## src/rtl/qea_host_pkg.sv

```systemverilog
// Shared definitions for the QEA host loader: controller states and the
// number of stream beats packed into one state RAM address.
package qea_host_pkg;
  localparam int BEATS_PER_ADDR = 4;

  typedef enum logic [3:0] {
    IDLE,
    LD_CTX,
    LD_STATE,
    START,
    RUN,
    RD_REQ,
    RD_WAIT,
    DRAIN,
    DONE
  } qea_state_e;
endpackage

```

## src/rtl/qea_word_serializer.sv

```systemverilog
// Splits one wide state word into BEATS narrow stream beats, most significant
// slice first, with valid/ready flow control on both sides.
module qea_word_serializer #(
  parameter int BEATS = 4,
  parameter int W     = 64
) (
  input  logic                 clk,
  input  logic                 rst,
  input  logic                 i_valid,
  output logic                 o_ready,
  input  logic [BEATS*W-1:0]   i_data,
  output logic                 o_valid,
  input  logic                 i_ready,
  output logic [W-1:0]         o_data,
  output logic                 o_last
);
  localparam int CW = $clog2(BEATS + 1);

  logic [BEATS*W-1:0] buf_q, buf_d;
  logic [CW-1:0]      cnt_q, cnt_d;

  assign o_valid = (cnt_q != '0);
  assign o_ready = (cnt_q == '0);
  assign o_data  = buf_q[BEATS*W-1 -: W];
  assign o_last  = o_valid && i_ready && (cnt_q == CW'(1));

  always_comb begin
    buf_d = buf_q;
    cnt_d = cnt_q;
    if (i_valid && o_ready) begin
      buf_d = i_data;
      cnt_d = CW'(BEATS);
    end else if (o_valid && i_ready) begin
      // Shift the next slice into the output window; data is frozen while stalled.
      buf_d = {buf_q[BEATS*W-W-1:0], {W{1'b0}}};
      cnt_d = cnt_q - CW'(1);
    end
  end

  always_ff @(posedge clk or posedge rst) begin
    if (rst) begin
      buf_q <= '0;
      cnt_q <= '0;
    end else begin
      buf_q <= buf_d;
      cnt_q <= cnt_d;
    end
  end
endmodule

```

## src/rtl/qea_host_loader.sv

```systemverilog
// Host-side loader for the QEA: streams context and state words into the RAMs,
// launches the engine, times it, then streams the resulting state back out.
module qea_host_loader
  import qea_host_pkg::*;
#(
  parameter int PE_NUM                  = BEATS_PER_ADDR,
  parameter int STATE_DATA_WIDTH        = 64,
  parameter int STATE_ADDR_WIDTH        = 16,
  parameter int GATE_CONTEXT_DATA_WIDTH = 64,
  parameter int GATE_CONTEXT_ADDR_WIDTH = 16,
  parameter int MAX_QBIT_WIDTH          = 6
) (
  input  logic                               clk,
  input  logic                               rst,
  input  logic                               i_go,
  input  logic [MAX_QBIT_WIDTH-1:0]          i_qbit_num,
  input  logic [GATE_CONTEXT_ADDR_WIDTH-1:0] i_ins_num,
  input  logic                               s_valid,
  output logic                               s_ready,
  input  logic [STATE_DATA_WIDTH-1:0]        s_data,
  output logic                               m_valid,
  input  logic                               m_ready,
  output logic [STATE_DATA_WIDTH-1:0]        m_data,
  output logic                               o_busy,
  output logic                               o_done,
  output logic [31:0]                        o_cycles,
  output logic                               o_start,
  output logic [MAX_QBIT_WIDTH-1:0]          o_qbit_num,
  output logic                               o_ctx_en,
  output logic                               o_ctx_wea,
  output logic [GATE_CONTEXT_ADDR_WIDTH-1:0] o_ctx_addr,
  output logic [GATE_CONTEXT_DATA_WIDTH-1:0] o_ctx_data,
  output logic [PE_NUM-1:0]                  o_state_ena,
  output logic [PE_NUM-1:0]                  o_state_wea,
  output logic [STATE_ADDR_WIDTH-1:0]        o_state_addra,
  output logic [PE_NUM*STATE_DATA_WIDTH-1:0] o_state_dina,
  input  logic                               i_complete,
  input  logic [PE_NUM*STATE_DATA_WIDTH-1:0] i_state_dout
);
  localparam int SDW  = STATE_DATA_WIDTH;
  localparam int BW   = PE_NUM * SDW;
  localparam int SAW  = STATE_ADDR_WIDTH;
  localparam int CAW  = GATE_CONTEXT_ADDR_WIDTH;
  localparam int QW   = MAX_QBIT_WIDTH;
  localparam int BTW  = (PE_NUM > 1) ? $clog2(PE_NUM) : 1;

  qea_state_e           state_q, state_d;
  logic [QW-1:0]        qbit_q, qbit_d;
  logic [CAW-1:0]       ins_q, ins_d;
  logic [CAW-1:0]       ctx_cnt_q, ctx_cnt_d;
  logic                 ctx_we_q, ctx_we_d;
  logic [CAW-1:0]       ctx_addr_q, ctx_addr_d;
  logic [GATE_CONTEXT_DATA_WIDTH-1:0] ctx_data_q, ctx_data_d;
  logic [BTW-1:0]       beat_q, beat_d;
  logic [BW-1:0]        pack_q, pack_d;
  logic [SAW-1:0]       grp_q, grp_d;
  logic                 st_we_q, st_we_d;
  logic [SAW-1:0]       st_addr_q, st_addr_d;
  logic [BW-1:0]        st_din_q, st_din_d;
  logic [SAW-1:0]       rd_addr_q, rd_addr_d;
  logic [31:0]          cyc_q, cyc_d;

  logic                 s_beat;
  logic [SAW-1:0]       last_addr;
  logic                 ser_load, ser_in_ready, ser_last;

  // Address count is 2^(qbit-2); fewer than two qubits still occupy one address.
  assign last_addr = (qbit_q < QW'(2)) ? '0
                   : SAW'((32'd1 << (qbit_q - QW'(2))) - 32'd1);

  assign s_ready       = (state_q == LD_CTX) || (state_q == LD_STATE);
  assign s_beat        = s_valid && s_ready;
  assign o_busy        = (state_q != IDLE);
  assign o_start       = (state_q == START);
  assign o_done        = (state_q == DONE);
  assign o_cycles      = cyc_q;
  assign o_qbit_num    = qbit_q;
  assign o_ctx_en      = ctx_we_q;
  assign o_ctx_wea     = ctx_we_q;
  assign o_ctx_addr    = ctx_addr_q;
  assign o_ctx_data    = ctx_data_q;
  assign o_state_ena   = (st_we_q || (state_q == RD_REQ)) ? '1 : '0;
  assign o_state_wea   = st_we_q ? '1 : '0;
  assign o_state_addra = (state_q == RD_REQ) ? rd_addr_q : st_addr_q;
  assign o_state_dina  = st_din_q;

  always_comb begin
    state_d    = state_q;
    qbit_d     = qbit_q;
    ins_d      = ins_q;
    ctx_cnt_d  = ctx_cnt_q;
    ctx_we_d   = 1'b0;
    ctx_addr_d = ctx_addr_q;
    ctx_data_d = ctx_data_q;
    beat_d     = beat_q;
    pack_d     = pack_q;
    grp_d      = grp_q;
    st_we_d    = 1'b0;
    st_addr_d  = st_addr_q;
    st_din_d   = st_din_q;
    rd_addr_d  = rd_addr_q;
    cyc_d      = cyc_q;
    ser_load   = 1'b0;
    case (state_q)
      IDLE: if (i_go) begin
        qbit_d    = i_qbit_num;
        ins_d     = i_ins_num;
        ctx_cnt_d = '0;
        beat_d    = '0;
        grp_d     = '0;
        rd_addr_d = '0;
        state_d   = (i_ins_num == '0) ? LD_STATE : LD_CTX;
      end
      LD_CTX: if (s_beat) begin
        ctx_we_d   = 1'b1;
        ctx_addr_d = ctx_cnt_q;
        ctx_data_d = s_data;
        ctx_cnt_d  = ctx_cnt_q + CAW'(1);
        if (ctx_cnt_d == ins_q) state_d = LD_STATE;
      end
      LD_STATE: if (s_beat) begin
        // First beat of a group ends up in the top slice after PE_NUM shifts.
        pack_d = {pack_q[BW-SDW-1:0], s_data};
        beat_d = beat_q + BTW'(1);
        if (beat_q == BTW'(PE_NUM - 1)) begin
          beat_d    = '0;
          st_we_d   = 1'b1;
          st_addr_d = grp_q;
          st_din_d  = pack_d;
          grp_d     = grp_q + SAW'(1);
          if (grp_q == last_addr) state_d = START;
        end
      end
      START: begin
        cyc_d   = 32'd1;
        state_d = RUN;
      end
      RUN: begin
        cyc_d = cyc_q + 32'd1;
        if (i_complete) state_d = RD_REQ;
      end
      RD_REQ: state_d = RD_WAIT;
      RD_WAIT: if (ser_in_ready) begin
        ser_load = 1'b1;
        state_d  = DRAIN;
      end
      DRAIN: if (ser_last) begin
        rd_addr_d = rd_addr_q + SAW'(1);
        state_d   = (rd_addr_q == last_addr) ? DONE : RD_REQ;
      end
      DONE:    state_d = IDLE;
      default: state_d = IDLE;
    endcase
  end

  always_ff @(posedge clk or posedge rst) begin
    if (rst) begin
      state_q    <= IDLE;
      qbit_q     <= '0;
      ins_q      <= '0;
      ctx_cnt_q  <= '0;
      ctx_we_q   <= 1'b0;
      ctx_addr_q <= '0;
      ctx_data_q <= '0;
      beat_q     <= '0;
      pack_q     <= '0;
      grp_q      <= '0;
      st_we_q    <= 1'b0;
      st_addr_q  <= '0;
      st_din_q   <= '0;
      rd_addr_q  <= '0;
      cyc_q      <= '0;
    end else begin
      state_q    <= state_d;
      qbit_q     <= qbit_d;
      ins_q      <= ins_d;
      ctx_cnt_q  <= ctx_cnt_d;
      ctx_we_q   <= ctx_we_d;
      ctx_addr_q <= ctx_addr_d;
      ctx_data_q <= ctx_data_d;
      beat_q     <= beat_d;
      pack_q     <= pack_d;
      grp_q      <= grp_d;
      st_we_q    <= st_we_d;
      st_addr_q  <= st_addr_d;
      st_din_q   <= st_din_d;
      rd_addr_q  <= rd_addr_d;
      cyc_q      <= cyc_d;
    end
  end

  qea_word_serializer #(.BEATS(PE_NUM), .W(SDW)) u_ser (
    .clk     (clk),
    .rst     (rst),
    .i_valid (ser_load),
    .o_ready (ser_in_ready),
    .i_data  (i_state_dout),
    .o_valid (m_valid),
    .i_ready (m_ready),
    .o_data  (m_data),
    .o_last  (ser_last)
  );
endmodule
```

## config.mk

```make
export PLATFORM = sky130hd
export DESIGN_NAME = qea_host_loader
export DESIGN_NICKNAME = d
export VERILOG_FILES = /design/src/rtl/qea_host_pkg.sv /design/src/rtl/qea_word_serializer.sv /design/src/rtl/qea_host_loader.sv
export SDC_FILE = /design/constraint.sdc
export NUM_CORES = 2
export LEC_CHECK = 0
export BUFFER_PORTS_ARGS = -buffer_cell sky130_fd_sc_hd__buf_2
export CAP_MARGIN = 5
export CORE_MARGIN = 3
export CORE_UTILIZATION = 40
export CTS_CLUSTER_DIAMETER = 50
export CTS_CLUSTER_SIZE = 14
export DETAILED_ROUTE_END_ITERATION = 7
export GPL_TIMING_DRIVEN = 0
export PLACE_DENSITY_LB_ADDON = 0.25
export SLEW_MARGIN = 15
export SYNTH_ARGS = -nofsm -noshare
export SYNTH_HDL_FRONTEND = slang
export SYNTH_SLANG_ARGS = --single-unit
```

## constraint.sdc

```tcl
create_clock -name clk -period 45.2 [get_ports clk]
set_input_delay 6.78 -clock clk [delete_from_list [all_inputs] [get_ports clk]]
set_output_delay 6.78 -clock clk [all_outputs]
set_load 0.03 [all_outputs]
```

## After elaboration in Yosys (flattened, before gate mapping)

Index checks and enable logic that the tools add are counted.

- Add/sub/neg operators: 8
- Bitwise operators: 0
- Order comparisons: 1
- Shifts and indexed selects: 1
- Multipliers: 0
- Eq/ne operators: 22
- Div/mod/pow operators: 0
- Reductions and logical operators: 25
- Mux-type cells: 40

Operators with widths:

| operator | count |
|---|---|
| 2-to-1 mux 256 bit | 2 |
| 2-to-1 mux 16 bit | 7 |
| one-hot mux 16 bit (2 select lines) | 3 |
| one-hot mux 32 bit (2 select lines) | 1 |
| adder 16 x 1 -> 16 bit, second input constant | 3 |
| == test 16 bit | 3 |
| 2-to-1 mux 4 bit | 12 |
| adder 32 x 1 -> 32 bit, second input constant | 1 |
| one-hot mux 4 bit (8 select lines) | 1 |
| == test 4 x 3 -> 1 bit, second input constant | 4 |
| zero test 16 bit | 1 |
| left shift 1 x 6 -> 16 bit, first input constant | 1 |
| subtractor 16 x 1 -> 16 bit, second input constant | 1 |
| AND reduction 3 bit | 4 |
| inequality test 2 bit, second input constant | 5 |
| nonzero test 2 bit | 5 |
| AND reduction 9 bit | 1 |
| == test 4 x 2 -> 1 bit, second input constant | 2 |
| 2-to-1 mux 2 bit | 4 |
| inequality test 2 x 1 -> 1 bit, second input constant | 4 |
| 2-to-1 mux 1 bit | 7 |
| < comparator 6 x 2 -> 1 bit, second input constant | 1 |
| 2-to-1 mux 3 bit | 2 |
| AND reduction 2 bit | 3 |
| other kinds (15) | 19 |

- Memories: 0
- Logic and storage cells: 114
- Bits of input ports: 348
- Latch bits: 0
- Bits in registers: 913
- RAM bits: 0
- ROM bits: 0
- Output and inout port bits: 469

## Logic depth before layout (Yosys ltp)

- Depth in word-level cells: 9
- Mapped depth: 18
- Mapped depth without buffers: 14

## Cells and area by module

A second synthesis with hierarchy kept.

- Cells, all modules: 4050
- Area total of the unflattened synthesis: 39130.0 um^2

Modules (own cells, without submodules):

| module | instances | area each (um^2) | sequential area each (um^2) | cells an instance |
|---|---|---|---|---|
| qea_host_loader | 1 | 27556.4 | 16365.7 | 3161 |
| qea_word_serializer | 1 | 11573.6 | 6481.2 | 889 |

## Worst setup path before layout

OpenSTA, ideal clock, no wires.

- Kind: reg2out
- Start: register state_q[0]
- End: output port o_state_ena[1]
- Arrival time: 2.044 ns
- Stages on the path, launching flop included: 7
- Required time: 38.420 ns
- Setup slack: 36.376 ns
- Buffers on the path: 3
- Path through: dfrtp_1 -> clkbuf_1 -> nand2_1 -> nor2_1 -> clkbuf_1 -> or2_2 -> buf_4

- Cells in the longest elaborated chain, start to end: 3

RTL lines:

| element | line | source |
|---|---|---|
| start, declared | qea_host_loader.sv:47 | `qea_state_e state_q, state_d;` |
| start signal, assigned | qea_host_loader.sv:174 | `state_q <= state_d;` |
| == test 4 x 3 -> 1 bit | qea_host_loader.sv:82 | `assign o_state_ena = (st_we_q \|\| (state_q == RD_REQ)) ? '1 : '0;` |
| logical OR 1 bit | qea_host_loader.sv:82 |  |
| 2-to-1 mux 4 bit | qea_host_loader.sv:82 |  |
| end, declared | qea_host_loader.sv:33 | `output logic [PE_NUM-1:0] o_state_ena,` |

Every way passes these cells.

## Final worst setup path

- Start: register state_q[2]
- End: output port o_state_addra[10]

- Cells in the longest elaborated chain, start to end: 2

RTL lines:

| element | line | source |
|---|---|---|
| == test 4 x 3 -> 1 bit | qea_host_loader.sv:84 | `assign o_state_addra = (state_q == RD_REQ) ? rd_addr_q : st_addr_q;` |
| 2-to-1 mux 16 bit | qea_host_loader.sv:84 |  |
| end, declared | qea_host_loader.sv:35 | `output logic [STATE_ADDR_WIDTH-1:0] o_state_addra,` |

Every way passes these cells.

==> flow_metrics.tcl <==
set metrics [dict create \
    status "finished, final reports clean" \
    maxSlewViolCount 0 \
    post-cts-setup-buffer-count 0 \
    ys.flop_type "dfrtp_1" \
    io_pins 817 \
    r2r_slack_ns 39.64 \
    clock_skew_ns 0.0189 \
    path_depth 6 \
    postCtsHoldBufs 0 \
    vias 34596 \
    layout_setup_ws_ns 34.54 \
    fp.dieH_um 317 \
    drive_above_1_share 0.208 \
    synthArstFlopShare 1.00 \
    place_ws_ns 34.22 \
    area_delta_synth_final_pct 24.8 \
    portBuffers 816 \
    r2r-start "o_qbit_num[1]$_DFFE_PP0P_" \
    worstReg2RegEnd "state_q[0]$_DFFE_PP0P_" \
    cp_data_required_time_ns 38.42 \
    grt_max_degree 111 \
    yosys_warnings 0 \
    arrival_ns 3.88 \
    start_kind "flop" \
    ir_drop_v 0.0000378 \
    grt_setup_unrepaired "no" \
    p_int_mw 1.69 \
    crit_top_cell "clkbuf_1" \
    wl_per_cell_um 21.4 \
    synth_top_family_by_area "simple AND/OR/NAND/NOR gates" \
    final_cell_mix "nand2_1, dfrtp_1, buf_2" \
    p_clk_frac 0.336 \
    ys_seq_elements 913 \
    startpoint "state_q[2]$_DFFE_PP0P_" \
    cp_max_fo 10 \
    nets 5708 \
    max_freq_ghz 0.0938 \
    ff2ff_path_depth 18 \
    synth_nets 4774 \
    final_util 0.507 \
    relSlewSlack 0.180 \
    crit_chain "clkbuf_1, nand2_1, nor2_1, clkbuf_1, mux2_2, buf_2" \
    grt_pass1_vias 34237 \
    first_pass_iters 6 \
    coreArea_mm2 0.0956 \
    max_stage_delay_ns 0.87 \
    critPathTopFamily "buffers and inverters" \
    min_period_ns 10.66 \
    drv_cap 0 \
    drt_iter0_drc 3053 \
    ctsRootBufferMaster "clkbuf_16" \
    stdcell_area_mm2 0.0484 \
    slowest_stage "nor2_1" \
    final-hold-violation-count 0 \
    syn_area_per_cell_um2 8.79 \
    criticalPathCategory "flop to output port" \
    synth_edf_count 0 \
    synth_adder_area_share 0.00348 \
    period_share 0.236 \
    p_leak_nw 27.2 \
    cts_tree "yes" \
    die_x_um 317 \
    synth_simple_gate_area_frac 0.270 \
    min_path_type "flop to flop" \
    hpwl_um 110000 \
    die_area_mm2 0.101 \
    finalNonFillerCells 6721 \
    switching_power_mw 0.943 \
    synth_compound_area_frac 0.0734 \
    endpoint "o_state_addra[10]" \
    switching_share 0.359 \
    p_comb_frac 0.251 \
    worstPathBufferInverterCount 3 \
    fin_hold_ws_ns 0.458 \
    num_rows 113 \
    postPlaceCellArea_mm2 0.0448 \
    setup_tns_ns 0 \
    synth_cell_types 76 \
    setup_viol 0 \
    power_frac_seq 0.413 \
    synthMuxAreaShare 0.00803 \
    critPathCaptureType "output port" \
    final_common_cell "nand2_1" \
    clkSinkCount 913 \
    grt.overflow.total 0 \
    ys_seq_area_frac 0.589 \
    ant_nets 0 \
    synthXorXnorAreaFrac 0.0122 \
    grt_pass1_wl_um 217000 \
    numCtsBuffers 105 \
    tightestPinTransition_ns 1.22 \
    vias_per_cell 5.15 \
    ctsResizeCount 0 \
    total_power_mw 2.63 \
    power_density_mw_per_mm2 54.3 \
    clock_latency_ns 0.68 \
    netlist_area_mm2 0.0388 \
    htreeDepth 3 \
    drc 0 \
    placed_cells 6508 \
    gp_congestion 0.933 \
    clk_pin_slew_ns 0.06 \
    synthCells 4416 \
    antenna_found_initial 23 \
    initial_utilization 0.406 \
    finalWirelength_um 144000 \
    cts_max_path_buffers 3 \
    grtUsageTotal 0.279 \
]
power by group through the flow:
| stage | Sequential, mW | Clock [mW] | Combinational (mW) |
|---|---|---|---|
| 5_1_grt | 1.10 | 0.936 | 0.720 |
| 3_5_place_dp | 1.10 | 0 | 0.655 |
| 4_1_cts | 1.08 | 0.901 | 0.658 |
| 3_3_place_gp | 1.10 | 0 | 0.644 |
| 6_report | 1.09 | 0.884 | 0.659 |
| 2_1_floorplan | 1.12 | 0 | 0.388 |
state kept, by name, indices dropped and copies added (netlist names), 6 cells and up:
| register | cells |
|---|---|
| ctx_cnt_q | 16 |
| grp_q | 16 |
| ins_q | 16 |
| o_ctx_addr | 16 |
| o_ctx_data | 64 |
| o_cycles | 32 |
| o_qbit_num | 6 |
| o_state_dina | 256 |
| pack_q | 192 |
| rd_addr_q | 16 |
| st_addr_q | 16 |
| u_ser.buf_q | 256 |
area by class of cell:
cell class                      count  area [um2]
Antenna cell                       20        50.0
Buffer                            337        1590
Clock buffer                      123        2800
Clock inverter                     70         825
Fill cell                        9198       47100
Inverter                           29         116
Multi-Input combinational cell   3137       14300
Sequential cell                   913       22800
Tap cell                         1265        1580
Timing Repair Buffer              827        4370
worst min-delay path by stage:
stage	start	endpoint	slack, ns	depth (start not counted)
floorplan	pack_q[128]$_DFFE_PP0P_	o_state_dina[192]$_DFFE_PP0P_	0.44	2
global route	o_ctx_addr[8]$_DFFE_PP0P_	o_ctx_addr[8]$_DFFE_PP0P_	0.49	2
global placement	pack_q[147]$_DFFE_PP0P_	o_state_dina[211]$_DFFE_PP0P_	0.45	2
detailed placement	pack_q[132]$_DFFE_PP0P_	o_state_dina[196]$_DFFE_PP0P_	0.45	2
finish	pack_q[178]$_DFFE_PP0P_	o_state_dina[242]$_DFFE_PP0P_	0.46	2
CTS	pack_q[178]$_DFFE_PP0P_	o_state_dina[242]$_DFFE_PP0P_	0.46	2
worst reg2reg max path: stages (launching register included):
cell      delay (ns)
dfrtp_1         0.45
clkbuf_1        0.40
inv_1           0.12
ha_1            0.21
buf_4           0.16
xor2_1          0.17
nor3_1          0.98
nand3_1         0.20
ha_1            0.23
buf_4           0.17
inv_1           0.23
a21o_1          0.16
or3_1           0.12
clkbuf_1        0.33
mux2i_1         0.24
nor3_1          0.06
a2111o_1        0.50
o41ai_1         0.52
a221oi_1        0.15
routing by layer:
layer / up-vias / share of wire / global-route usage / wire, um
li1: 16126 / - / - / -
met1: 16979 / 0.40 / 0.347 / 57900
met2: 1250 / 0.49 / 0.473 / 70400
met3: 239 / 0.076 / 0.0699 / 10900
met4: 2 / 0.034 / 0.0996 / 4840
met5: - / 0.000090 / 0 / 13
synthesized netlist by cell type (all sizes together), types with 6 or more instances:
| cell | n | share of area |
|---|---|---|
| a211oi | 6 | 0.0012 |
| a21oi | 39 | 0.0051 |
| a22o | 6 | 0.0014 |
| a22oi | 162 | 0.031 |
| a31oi | 47 | 0.0076 |
| and2 | 9 | 0.0015 |
| and3 | 17 | 0.0027 |
| and4 | 7 | 0.0016 |
| buf | 100 | 0.018 |
| clkbuf | 237 | 0.023 |
| dfrtp | 913 | 0.59 |
| ha | 10 | 0.0032 |
| inv | 27 | 0.0026 |
| mux2 | 17 | 0.0049 |
| mux2i | 12 | 0.0031 |
| nand2 | 2263 | 0.22 |
| nand2b | 6 | 0.00097 |
| nand3 | 102 | 0.013 |
| nand4 | 23 | 0.0037 |
| nor2 | 116 | 0.011 |
| nor3 | 16 | 0.0021 |
| nor4 | 17 | 0.0031 |
| nor4b | 7 | 0.0019 |
| o211ai | 16 | 0.0031 |
| o21ai | 66 | 0.0085 |
| o31ai | 18 | 0.0035 |
| or2 | 6 | 0.00097 |
| or3 | 11 | 0.0018 |
| xnor2 | 23 | 0.0052 |
| xor2 | 31 | 0.0070 |
kinds of logic after synthesis:
kind of cell / Yosys count
adders and majority gates: 11
buffers and inverters: 366
muxes: 29
DFF: 913
AOI/OAI and AO/OA: 412
xor gates and xnor gates: 54
and+or+nand+nor: 2631
No activity file was read; power rests on OpenSTA's default activity.
